`src/rtl/regfile_sequencer.sv`:
```
// regfile_sequencer: request-driven master for the register file.
// Turns one-word requests (NOP/LDI/MOV/CLR/INC/DEC/SWP/RD) into cycle-accurate
// RegSel/ScrSel/FunSel/OutASel sequences and samples OutA for RD.
// Ports:
//   Clock, Reset            - clock, synchronous active-high reset
//   ReqValid/ReqReady       - request handshake (accept when both high)
//   ReqOp/ReqDst/ReqSrc     - operation, destination and source register index
//   ReqData                 - immediate for LDI
//   RF_OutA                 - register file OutA bus
//   RF_I .. RF_ScrSel       - register file control word (combinational from state)
//   RespData                - value captured by the last RD
//   Done                    - registered one-cycle completion pulse
//   Busy                    - state is not IDLE
module regfile_sequencer (
    input  logic        Clock,
    input  logic        Reset,
    input  logic        ReqValid,
    output logic        ReqReady,
    input  logic [2:0]  ReqOp,
    input  logic [1:0]  ReqDst,
    input  logic [1:0]  ReqSrc,
    input  logic [15:0] ReqData,
    input  logic [15:0] RF_OutA,
    output logic [15:0] RF_I,
    output logic [2:0]  RF_OutASel,
    output logic [2:0]  RF_OutBSel,
    output logic [2:0]  RF_FunSel,
    output logic [3:0]  RF_RegSel,
    output logic [3:0]  RF_ScrSel,
    output logic [15:0] RespData,
    output logic        Done,
    output logic        Busy
);

    localparam int unsigned DW = 16;
    localparam int unsigned IW = 2;

    localparam logic [2:0] OP_NOP = 3'b000;
    localparam logic [2:0] OP_LDI = 3'b001;
    localparam logic [2:0] OP_MOV = 3'b010;
    localparam logic [2:0] OP_CLR = 3'b011;
    localparam logic [2:0] OP_INC = 3'b100;
    localparam logic [2:0] OP_DEC = 3'b101;
    localparam logic [2:0] OP_SWP = 3'b110;
    localparam logic [2:0] OP_RD  = 3'b111;

    localparam logic [2:0] FUN_DEC  = 3'b000;
    localparam logic [2:0] FUN_INC  = 3'b001;
    localparam logic [2:0] FUN_LOAD = 3'b010;
    localparam logic [2:0] FUN_CLR  = 3'b011;

    localparam logic [2:0] SEL_S1   = 3'b100;

    typedef enum logic [2:0] {
        ST_IDLE = 3'd0,
        ST_EXEC = 3'd1,
        ST_SW1  = 3'd2,
        ST_SW2  = 3'd3,
        ST_SW3  = 3'd4
    } state_t;

    state_t        state;
    logic [2:0]    op_q;
    logic [IW-1:0] dst_q;
    logic [IW-1:0] src_q;
    logic [DW-1:0] data_q;

    // Active-low one-hot enable: index k clears bit (3-k).
    function automatic logic [3:0] enable_of(input logic [IW-1:0] idx);
        logic [3:0] m;
        m = 4'b1111;
        m[IW'(2'd3 - idx)] = 1'b0;
        return m;
    endfunction

    // State, latched request, Done and RespData.
    always_ff @(posedge Clock) begin
        if (Reset) begin
            state    <= ST_IDLE;
            op_q     <= OP_NOP;
            dst_q    <= '0;
            src_q    <= '0;
            data_q   <= '0;
            Done     <= 1'b0;
            RespData <= '0;
        end else begin
            Done <= 1'b0;
            case (state)
                ST_IDLE: begin
                    if (ReqValid) begin
                        op_q   <= ReqOp;
                        dst_q  <= ReqDst;
                        src_q  <= ReqSrc;
                        data_q <= ReqData;
                        state  <= (ReqOp == OP_SWP) ? ST_SW1 : ST_EXEC;
                    end
                end
                ST_EXEC: begin
                    if (op_q == OP_RD) RespData <= RF_OutA;
                    Done  <= 1'b1;
                    state <= ST_IDLE;
                end
                ST_SW1: state <= ST_SW2;
                ST_SW2: state <= ST_SW3;
                ST_SW3: begin
                    Done  <= 1'b1;
                    state <= ST_IDLE;
                end
                default: state <= ST_IDLE;
            endcase
        end
    end

    assign ReqReady   = (state == ST_IDLE) && !Reset;
    assign Busy       = (state != ST_IDLE);
    assign RF_OutBSel = {1'b0, dst_q};

    // Control word decode; the idle word is forced while Reset is high.
    always_comb begin
        RF_RegSel  = 4'b1111;
        RF_ScrSel  = 4'b1111;
        RF_FunSel  = FUN_LOAD;
        RF_OutASel = 3'b000;
        RF_I       = '0;
        if (!Reset) begin
            case (state)
                ST_EXEC: begin
                    case (op_q)
                        OP_LDI: begin
                            RF_I      = data_q;
                            RF_RegSel = enable_of(dst_q);
                        end
                        OP_MOV: begin
                            RF_OutASel = {1'b0, src_q};
                            RF_I       = RF_OutA;
                            RF_RegSel  = enable_of(dst_q);
                        end
                        OP_CLR: begin
                            RF_FunSel = FUN_CLR;
                            RF_RegSel = enable_of(dst_q);
                        end
                        OP_INC: begin
                            RF_FunSel = FUN_INC;
                            RF_RegSel = enable_of(dst_q);
                        end
                        OP_DEC: begin
                            RF_FunSel = FUN_DEC;
                            RF_RegSel = enable_of(dst_q);
                        end
                        OP_RD: RF_OutASel = {1'b0, src_q};
                        default: ;
                    endcase
                end
                ST_SW1: begin
                    RF_OutASel = {1'b0, src_q};
                    RF_I       = RF_OutA;
                    RF_ScrSel  = 4'b0111;
                end
                ST_SW2: begin
                    RF_OutASel = {1'b0, dst_q};
                    RF_I       = RF_OutA;
                    RF_RegSel  = enable_of(src_q);
                end
                ST_SW3: begin
                    RF_OutASel = SEL_S1;
                    RF_I       = RF_OutA;
                    RF_RegSel  = enable_of(dst_q);
                end
                default: ;
            endcase
        end
    end

endmodule
```
`config.mk`:
```
export PLATFORM = sky130hd
export DESIGN_NAME = regfile_sequencer
export DESIGN_NICKNAME = d
export VERILOG_FILES = /design/src/rtl/regfile_sequencer.sv
export SDC_FILE = /design/constraint.sdc
export NUM_CORES = 1
export LEC_CHECK = 0
export CORE_UTILIZATION = 46
export DETAILED_ROUTE_END_ITERATION = 10
export PLACE_DENSITY = 0.9
export SETUP_SLACK_MARGIN = 0.5
export SYNTH_ARGS = -nofsm -noshare
export SYNTH_HDL_FRONTEND = slang
export SYNTH_SLANG_ARGS = --single-unit
```
`constraint.sdc`:
```
create_clock -name Clock -period 4.26 [get_ports Clock]
set_input_delay 1.278 -clock Clock [delete_from_list [all_inputs] [get_ports Clock]]
set_output_delay 1.278 -clock Clock [all_outputs]
set_load 0.005 [all_outputs]
```
==> out/qor.txt, run 1 <==
Pleak = 1.302 nW
vias per cell = 5.874
Mapped Cells = 277
die area = 0.005082 mm^2
Pwr Total = 967.7 uW
pre-CTS WS = 0.009494 ns
dpl cell area = 0.003069 mm^2
library cells used by synthesis = 45
slew margin rel. = 25.23%
DR iter-0 viols = 178
crit start category = input port
post-route worst setup slack = 0.2172 ns
RePlAce Congestion = 0.8318
Netlist Area Pre-Place = 0.002208 mm^2
first-pass GRT wire length = 11140 um
largest family of logic cells by synthesized area = simple AND/OR/NAND/NOR gates
R2R cell count = 3
Yosys reg bits = 43
final WL = 7580 um
fmax = 0.2474 GHz
worst slew pin tran = 1.117 ns
maximum number of pins on one net before global-route repair = 28
vias in the first global route = 2248
share of the synthesized area in the top cell type = 38.98%
Total Routing Usage GR = 28.14%
initial antenna violation count = 0
synthesized area per cell = 7.972 um^2
Core ar. = 0.004474 mm^2
Post-Synth XOR/XNOR Area = 0.7932%
simple-gate portion of the synthesized area = 24.82%
ys async rst share = 0%
boundary pin count = 94
nets = 409
Post-synth EDFFs = 0
WHS = 0.4603 ns
Cell Pwr Density = 287.8 mW/mm^2
CTS Buf Count = 5
status = finished with violations
share of cells above drive strength 1 = 16.89%
top cells by area, synth = dfxtp_1 39%, a21oi_1 9.5%, nand2_1 9.2%, a22o_1 5.9%, o21ai_0 4.1%
RSZ-0062 raised after global routing = yes
# DRC = 8
Synth Area in Adders = 0.5666%
reg-to-reg slack, setup = 2.25 ns
CTS tree = yes
critical path peak fanout = 5
H-tree depth = 2
# setup viols final = 0
Area Overhead vs Synth = 52.24%
Clock Path Buffers = 2
DR pass1 iterations = 9
multiplexer share of the synthesized area = 1.020%
Cell Count, Final, Fillers Out = 419
Clock Latency Late Sink = 0.29 ns
root buffer cell = clkbuf_8
clock-pin slew on the worst setup and hold paths = 0.08 ns
Sink Count = 43
Max Cap Viol = 0
DR vias = 2461
average wire per standard cell = 18.09 um
Diodes inserted = 0
Antenna Nets Post-Route = 0
cts hold-fix bufs = 0
chip height = 71.29 um
worst hold stages = 2
I/O Buffers = 88
final hold viol count = 0
Arrival @ worst endpoint = 2.76 ns
yosys warns = 0
area leader, netlist = dfxtp_1
failing checks = DRC
Congestion Overflow GR = 0
Final Util = 75.14%
Synth Area in Compound Gates = 24.59%
Data required, critical path = 2.98 ns
kind of critical path = input port to primary output
Setup Skew = 0.003578 ns
Max IR drop VDD = 0.2017 mV
period utilisation layout = 94.90%
Synth Flop Type = dfxtp_1
Hold Path Class = flip-flop to flip-flop
post-route minimum period = 4.043 ns
DP Cell Count = 397
nature of the critical path endpoint = primary output
initial core utilization = 49.36%
HPWL Detailed = 4687 um
post-synthesis sequential area ratio = 38.98%
post-route cell area = 0.003362 mm^2
Slew Viols, Final = 0
row count = 24
setup TNS = 0 ns
DIE WIDTH = 71.29 um
==> sequential cells by signal, summed over array words and instances, names as in the netlist <==
name / cells
Done: 1
RespData: 16
dst_q: 2
op_q: 3
src_q: 2
state: 3
data_q: 16
==> cells in the final DEF (no fill, tap or decap), drive strengths merged, types with 2 or more instances in the layout <==
master	n
a21oi	42
a22o	15
buf	37
bufinv	2
clkbuf	7
clkdlybuf4s50	66
conb	5
dfxtp	43
dlygate4sd2	3
dlymetal6s2s	2
inv	5
mux2	2
nand2	54
nand3	17
nand3b	3
nand4	2
nor2	6
nor2b	5
o211ai	2
o21ai	18
o221ai	3
or3b	6
or4b	3
==> routing by layer <==
layer / global-route usage, % / part of all wire, % / vias to the layer above
met2: 48.99 / 49 / 139
met4: 9.333 / 2.0 / 0
met3: 5.204 / 8.1 / 14
li1: - / - / 1142
met1: 35.11 / 40 / 1166
met5: 0 / 0 / -
==> synth_stat cells, types with 2 or more instances <==
cell type   n
a21oi_1    42
a22o_1     15
buf_2       4
buf_4       6
buf_6       5
clkbuf_1   15
conb_1      2
dfxtp_1    43
inv_1       5
mux2_2      2
nand2_1    54
nand3_1    17
nand3b_1    3
nand4_1     2
nor2_1      5
nor2b_1     5
o21ai_0    18
o221ai_1    3
or3b_2      5
==> critical path: stages <==
cell	delay, ns
buf_8	0.10
or4b_4	0.53
o211ai_4	0.28
buf_16	0.15
buf_6	0.09
buf_6	0.09
a22o_1	0.12
buf_2	0.11
==> cell type report <==
class | count | area (um^2)
Tap cell | 52 | 65.06
Inverter | 5 | 18.77
Clock inverter | 2 | 60.06
Fill cell | 329 | 1112
Timing Repair Buffer | 109 | 1085
Sequential cell | 43 | 860.8
Clock buffer | 6 | 72.57
Multi-Input combinational cell | 202 | 1200
==> final timing paths <==
path / from / to
setup reg to reg: state[1]$_SDFFE_PP0P_ / RespData[7]$_SDFFE_PP0P_
setup / recovery: Reset / RF_I[2]
hold reg to reg: data_q[11]$_SDFFE_PP0P_ / data_q[11]$_SDFFE_PP0P_
hold / removal: data_q[11]$_SDFFE_PP0P_ / data_q[11]$_SDFFE_PP0P_
==> power by group <==
part / internal (mW) / switching [mW]
Clock: 0.234 / 0.139
Combinational: 0.0848 / 0.0757
Sequential: 0.417 / 0.0172
==> cell families after synthesis <==
| logic type | count (synthesis) |
|---|---|
| compound gates | 86 |
| xor+xnor | 2 |
| fa+ha+maj | 1 |
| buf+inv | 35 |
| flops | 43 |
| mux | 2 |
| other cells | 2 |
| simple gates | 106 |
==> repair_timing <==
item / CTS / global route
setup buffers: 10 / 2
cloned: 2 / 0
resized for setup: 79 / 7
pin swaps: 10 / 7
endpoints found under the setup margin: 27 / 25
(Power assumes the default switching activity.)
==> run 2: changes to the inputs <==
--- a/config.mk
+++ b/config.mk
@@ -12,3 +12,4 @@
 export SYNTH_ARGS = -nofsm -noshare
 export SYNTH_HDL_FRONTEND = slang
 export SYNTH_SLANG_ARGS = --single-unit
+export TNS_END_PERCENT = 50
==> run 2 against run 1 <==
The flow still finishes with violations (DRC). Clock power about the same. Die area unchanged. Largest cell class unchanged. Worst setup slack better by 0.0084 ns. Largest power group unchanged. Critical path type unchanged. Sequential power about the same. Clock skew barely moved. Maximum frequency is 0.21% higher.
==> out/qor.txt, run 2 (same netlist as run 1, synthesis figures left out) <==
status = finished with violations
failing checks = DRC
worst stage delay on the critical path = 0.52 ns
RSZ-0062 raised after global routing = yes
Max IR drop VDD = 0.2022 mV
most used cell, CP = buf_6
nature of the critical path endpoint = primary output
setup TNS = 0 ns
HPWL Detailed = 4687 um
initial antenna violation count = 0
DR vias = 2391
Cell Pwr Density = 287.2 mW/mm^2
initial core utilization = 49.36%
first-pass GRT wire length = 11010 um
Setup Skew = 0.003594 ns
Max Cap Viol = 0
I/O Buffers = 88
share of cells above drive strength 1 = 15.53%
Core ar. = 0.004474 mm^2
root buffer cell = clkbuf_8
post-route minimum period = 4.034 ns
most common cell after layout, fill and taps aside = clkdlybuf4s50_1
post-route worst setup slack = 0.2257 ns
Slew Viols, Final = 0
fill count = 337
nets = 409
final hold viol count = 0
clock-pin slew on the worst setup and hold paths = 0.08 ns
# setup viols final = 0
chip height = 71.29 um
Sink Count = 43
# DRC = 8
slowest CP cell = or4b_4
H-tree depth = 2
Cell Count, Final, Fillers Out = 419
Area Overhead vs Synth = 51.56%
DR pass1 iterations = 8
average wire per standard cell = 17.24 um
worst path cell trace = buf_8, or4b_4, o211ai_4, buf_16, buf_6, buf_6, a22o_1, buf_2
Pwr Total = 961.4 uW
RePlAce Congestion = 0.8318
CTS Buf Count = 5
critical path peak fanout = 5
slew margin rel. = 25.33%
dpl cell area = 0.003069 mm^2
post-route cell area = 0.003347 mm^2
pre-CTS WS = 0.009494 ns
DP Cell Count = 397
boundary pin count = 94
DIE WIDTH = 71.29 um
CTS tree = yes
period utilisation layout = 94.70%
Total Routing Usage GR = 27.75%
WL met1 = 2871 um
met3 wire len = 634 um
Hold Path Class = flip-flop to flip-flop
vias in the first global route = 2218
maximum number of pins on one net before global-route repair = 28
vias per cell = 5.706
Clock Latency Late Sink = 0.29 ns
final WL = 7223 um
Clock Path Buffers = 2
Top Metal Used = met4
Arrival @ worst endpoint = 2.76 ns
Pleak = 1.294 nW
DR iter-0 viols = 152
Congestion Overflow GR = 0
Diodes inserted = 0
met2 WL = 3555 um
die area = 0.005082 mm^2
crit start category = input port
kind of critical path = input port to primary output
Data required, critical path = 2.98 ns
Regs by FF count = RespData: 16 flops, data_q: 16 flops
Antenna Nets Post-Route = 0
most frequent cells in the layout = 69 x clkdlybuf4s50_1, 54 x nand2_1, 43 x dfxtp_1
row count = 24
worst slew pin tran = 1.115 ns
fmax = 0.2479 GHz
run 2: worst paths after layout:
kind,to,cells after the start,startpoint,slack (ns)
max,RF_I[5],8,Reset,0.23
min,data_q[11]$_SDFFE_PP0P_,2,data_q[11]$_SDFFE_PP0P_,0.46
max reg2reg,RespData[12]$_SDFFE_PP0P_,3,state[1]$_SDFFE_PP0P_,2.29
min reg2reg,data_q[11]$_SDFFE_PP0P_,2,data_q[11]$_SDFFE_PP0P_,0.46
run 2: area by class of cell:
class	instances	area [um^2]	share of cell area (%)
tap	52	65.06	1.944
clock buffer	6	72.57	2.168
sequential	43	860.8	25.72
timing repair buffer	109	1094	32.67
inverter	5	18.77	0.5607
multi-input combinational	202	1176	35.14
clock inverter	2	60.06	1.794
run 2: power by group:
| group | leakage [nW] | total, mW | internal [mW] | switching (mW) |
|---|---|---|---|---|
| registers | 0.350 | 0.433 | 0.417 | 0.0162 |
| clock network | 0.0654 | 0.371 | 0.234 | 0.137 |
| logic | 0.878 | 0.157 | 0.0840 | 0.0730 |
| total | 1.29 | 0.961 | 0.735 | 0.226 |
run 2: metrics by stage:
step | hold slack (ns) | utilization [%]
floorplan | 0.4318 | -
global placement | 0.4419 | 68.60
detailed placement | 0.4466 | 68.60
CTS | 0.4575 | 74.02
global route | 0.4807 | 74.80
finish | 0.4612 | 74.80
run 2: worst max-delay path: cells and delay by family:
family / cells / cell delay (ns)
buffers and inverters: 5 / 0.53
AO/OA/AOI/OAI: 2 / 0.41
AND/OR/NAND/NOR: 1 / 0.52
run 2: timing repair:
| item | in CTS | in global routing |
|---|---|---|
| pin swaps | 10 | 4 |
| endpoints found under the setup margin | 27 | 27 |
| setup buffers | 10 | 2 |
| gates resized for setup | 67 | 4 |
| gates cloned | 2 | 0 |
| hold buffers | 0 | 0 |
run 2: layer usage:
metal	GRT usage (%)	up-vias
li1	-	1135
met1	35.11	1121
met2	47.72	120
met3	5.204	15
met4	9.111	0
met5	0	-
==> run 3: changes to the inputs <==
--- a/config.mk
+++ b/config.mk
@@ -5,6 +5,7 @@
 export SDC_FILE = /design/constraint.sdc
 export NUM_CORES = 1
 export LEC_CHECK = 0
+export CORE_MARGIN = 4
 export CORE_UTILIZATION = 46
 export DETAILED_ROUTE_END_ITERATION = 10
 export PLACE_DENSITY = 0.9
==> run 3 against run 2 <==
The flow now finishes without violations. Via count decreased by 1.1%. Total power decreased by 12%. Sequential power about the same. Largest cell class unchanged.
==> out/qor.txt, run 3 (same netlist as run 1, synthesis figures left out) <==
CTS tree = yes
Flop pwr share = 51.2%
maximum number of pins on one net before global-route repair = 25
vias in the first global route = 2275
crit start category = input port
Area Overhead vs Synth = 47.25%
setup TNS = 0 ns
DR pass1 iterations = 4
internal power = 614.5 uW
Core ar. = 0.004504 mm^2
fill count = 336
average wire per standard cell = 17.34 um
Antenna Nets Post-Route = 0
first-pass GRT wire length = 11520 um
row count = 24
nature of the critical path endpoint = primary output
nets = 406
RSZ-0062 raised after global routing = yes
critical path peak fanout = 5
clock share of power = 30.7%
Data required, critical path = 2.98 ns
DR vias = 2364
# DRC = 0
Max Cap Viol = 0
period utilisation layout = 95.07%
I/O Buffers = 88
share of cells above drive strength 1 = 16.48%
Slew Viols, Final = 0
status = finished clean
post-route cell area = 0.003252 mm^2
chip height = 77.29 um
clock-pin slew on the worst setup and hold paths = 0.08 ns
Congestion Overflow GR = 0
Total Routing Usage GR = 24.11%
Max IR drop VDD = 0.2166 mV
Cell Pwr Density = 260.4 mW/mm^2
initial core utilization = 49.03%
initial antenna violation count = 0
Regs by FF count = RespData: 16 flops, data_q: 16 flops
final WL = 7213 um
Clock Path Buffers = 2
H-tree depth = 2
sw power = 232.4 uW
most frequent cells in the layout = 66 x clkdlybuf4s50_1, 54 x nand2_1, 43 x dfxtp_1
boundary pin count = 94
post-route minimum period = 4.050 ns
dpl cell area = 0.003069 mm^2
sw frac = 27.44%
final hold viol count = 0
Pleak = 1.311 nW
most common cell after layout, fill and taps aside = clkdlybuf4s50_1
Arrival @ worst endpoint = 2.77 ns
Clock Latency Late Sink = 0.31 ns
Sink Count = 43
Setup Skew = 0.005502 ns
logic gate share of total power = 18.1%
vias per cell = 5.683
RePlAce Congestion = 0.7760
Diodes inserted = 0
DIE WIDTH = 77.29 um
multi-input logic area = 0.001192 mm^2
worst slew pin tran = 1.067 ns
fmax = 0.2469 GHz
Hold Path Class = flip-flop to flip-flop
CTS Buf Count = 5
HPWL Detailed = 4917 um
root buffer cell = clkbuf_8
kind of critical path = input port to primary output
die area = 0.005973 mm^2
# setup viols final = 0
DR iter-0 viols = 167
Sequential Area = 860.8 um^2
slew margin rel. = 28.55%
cts hold-fix bufs = 0
==> run 3: what timing repair did <==
action                                  in CTS  in global routing
pin swaps                                    7                  5
gates cloned                                 1                  0
endpoints found under the setup margin      27                 27
resized for setup                           66                 17
buffers inserted                            10                  0
==> run 3: power by group through the flow <==
stage	combinational [mW]	sequential (mW)	clock (mW)
after floorplan	0.0797	0.435	0
after global placement	0.141	0.442	0
after detailed placement	0.144	0.443	0
after CTS	0.151	0.433	0.262
after global routing	0.166	0.436	0.272
final	0.153	0.434	0.260
==> run 3: critical path: stages <==
cell and delay (ns):
buf_8 0.10, or4b_4 0.51, o211ai_4 0.28, buf_12 0.15, buf_6 0.09, buf_6 0.10, a22o_1 0.13, buf_2 0.12
==> run 3: routing by layer <==
metal  share of wire (%)  track usage, %  vias up
met3                  11           6.674       13
met1                  39           29.10     1098
met5                   0               0        -
li1                    -               -     1136
met4                 1.6           8.185        0
met2                  48           41.02      117
==> run 3: cell type report <==
| class | instances | share of cell area (%) |
|---|---|---|
| clock inverter | 2 | 0.3848 |
| timing repair buffer | 106 | 31.67 |
| tap | 52 | 2.001 |
| inverter | 5 | 0.5771 |
| clock buffer | 6 | 2.232 |
| sequential | 43 | 26.47 |
| multi-input combinational | 202 | 36.67 |
==> run 3: stage by stage <==
step	setup slack [ns]	util [%]	hold slack [ns]	total power, mW	cells
floorplan	0.5537	-	0.4318	0.5142	280
global placement	0.05778	68.14	0.4458	0.5829	397
detailed placement	0.01127	68.14	0.4498	0.5866	397
CTS	0.1953	71.64	0.4614	0.8453	416
global route	0.1652	72.19	0.4934	0.8738	416
finish	0.2099	72.19	0.4643	0.8468	416
==> run 3: path summary, 6_finish.rpt <==
| path | from | end | slack (ns) | cells past startpoint |
|---|---|---|---|---|
| min reg2reg | data_q[12]$_SDFFE_PP0P_ | data_q[12]$_SDFFE_PP0P_ | 0.46 | 2 |
| min | data_q[12]$_SDFFE_PP0P_ | data_q[12]$_SDFFE_PP0P_ | 0.46 | 2 |
| max reg2reg | state[0]$_SDFFE_PP0P_ | RespData[5]$_SDFFE_PP0P_ | 2.20 | 4 |
| max | Reset | RF_I[4] | 0.21 | 8 |
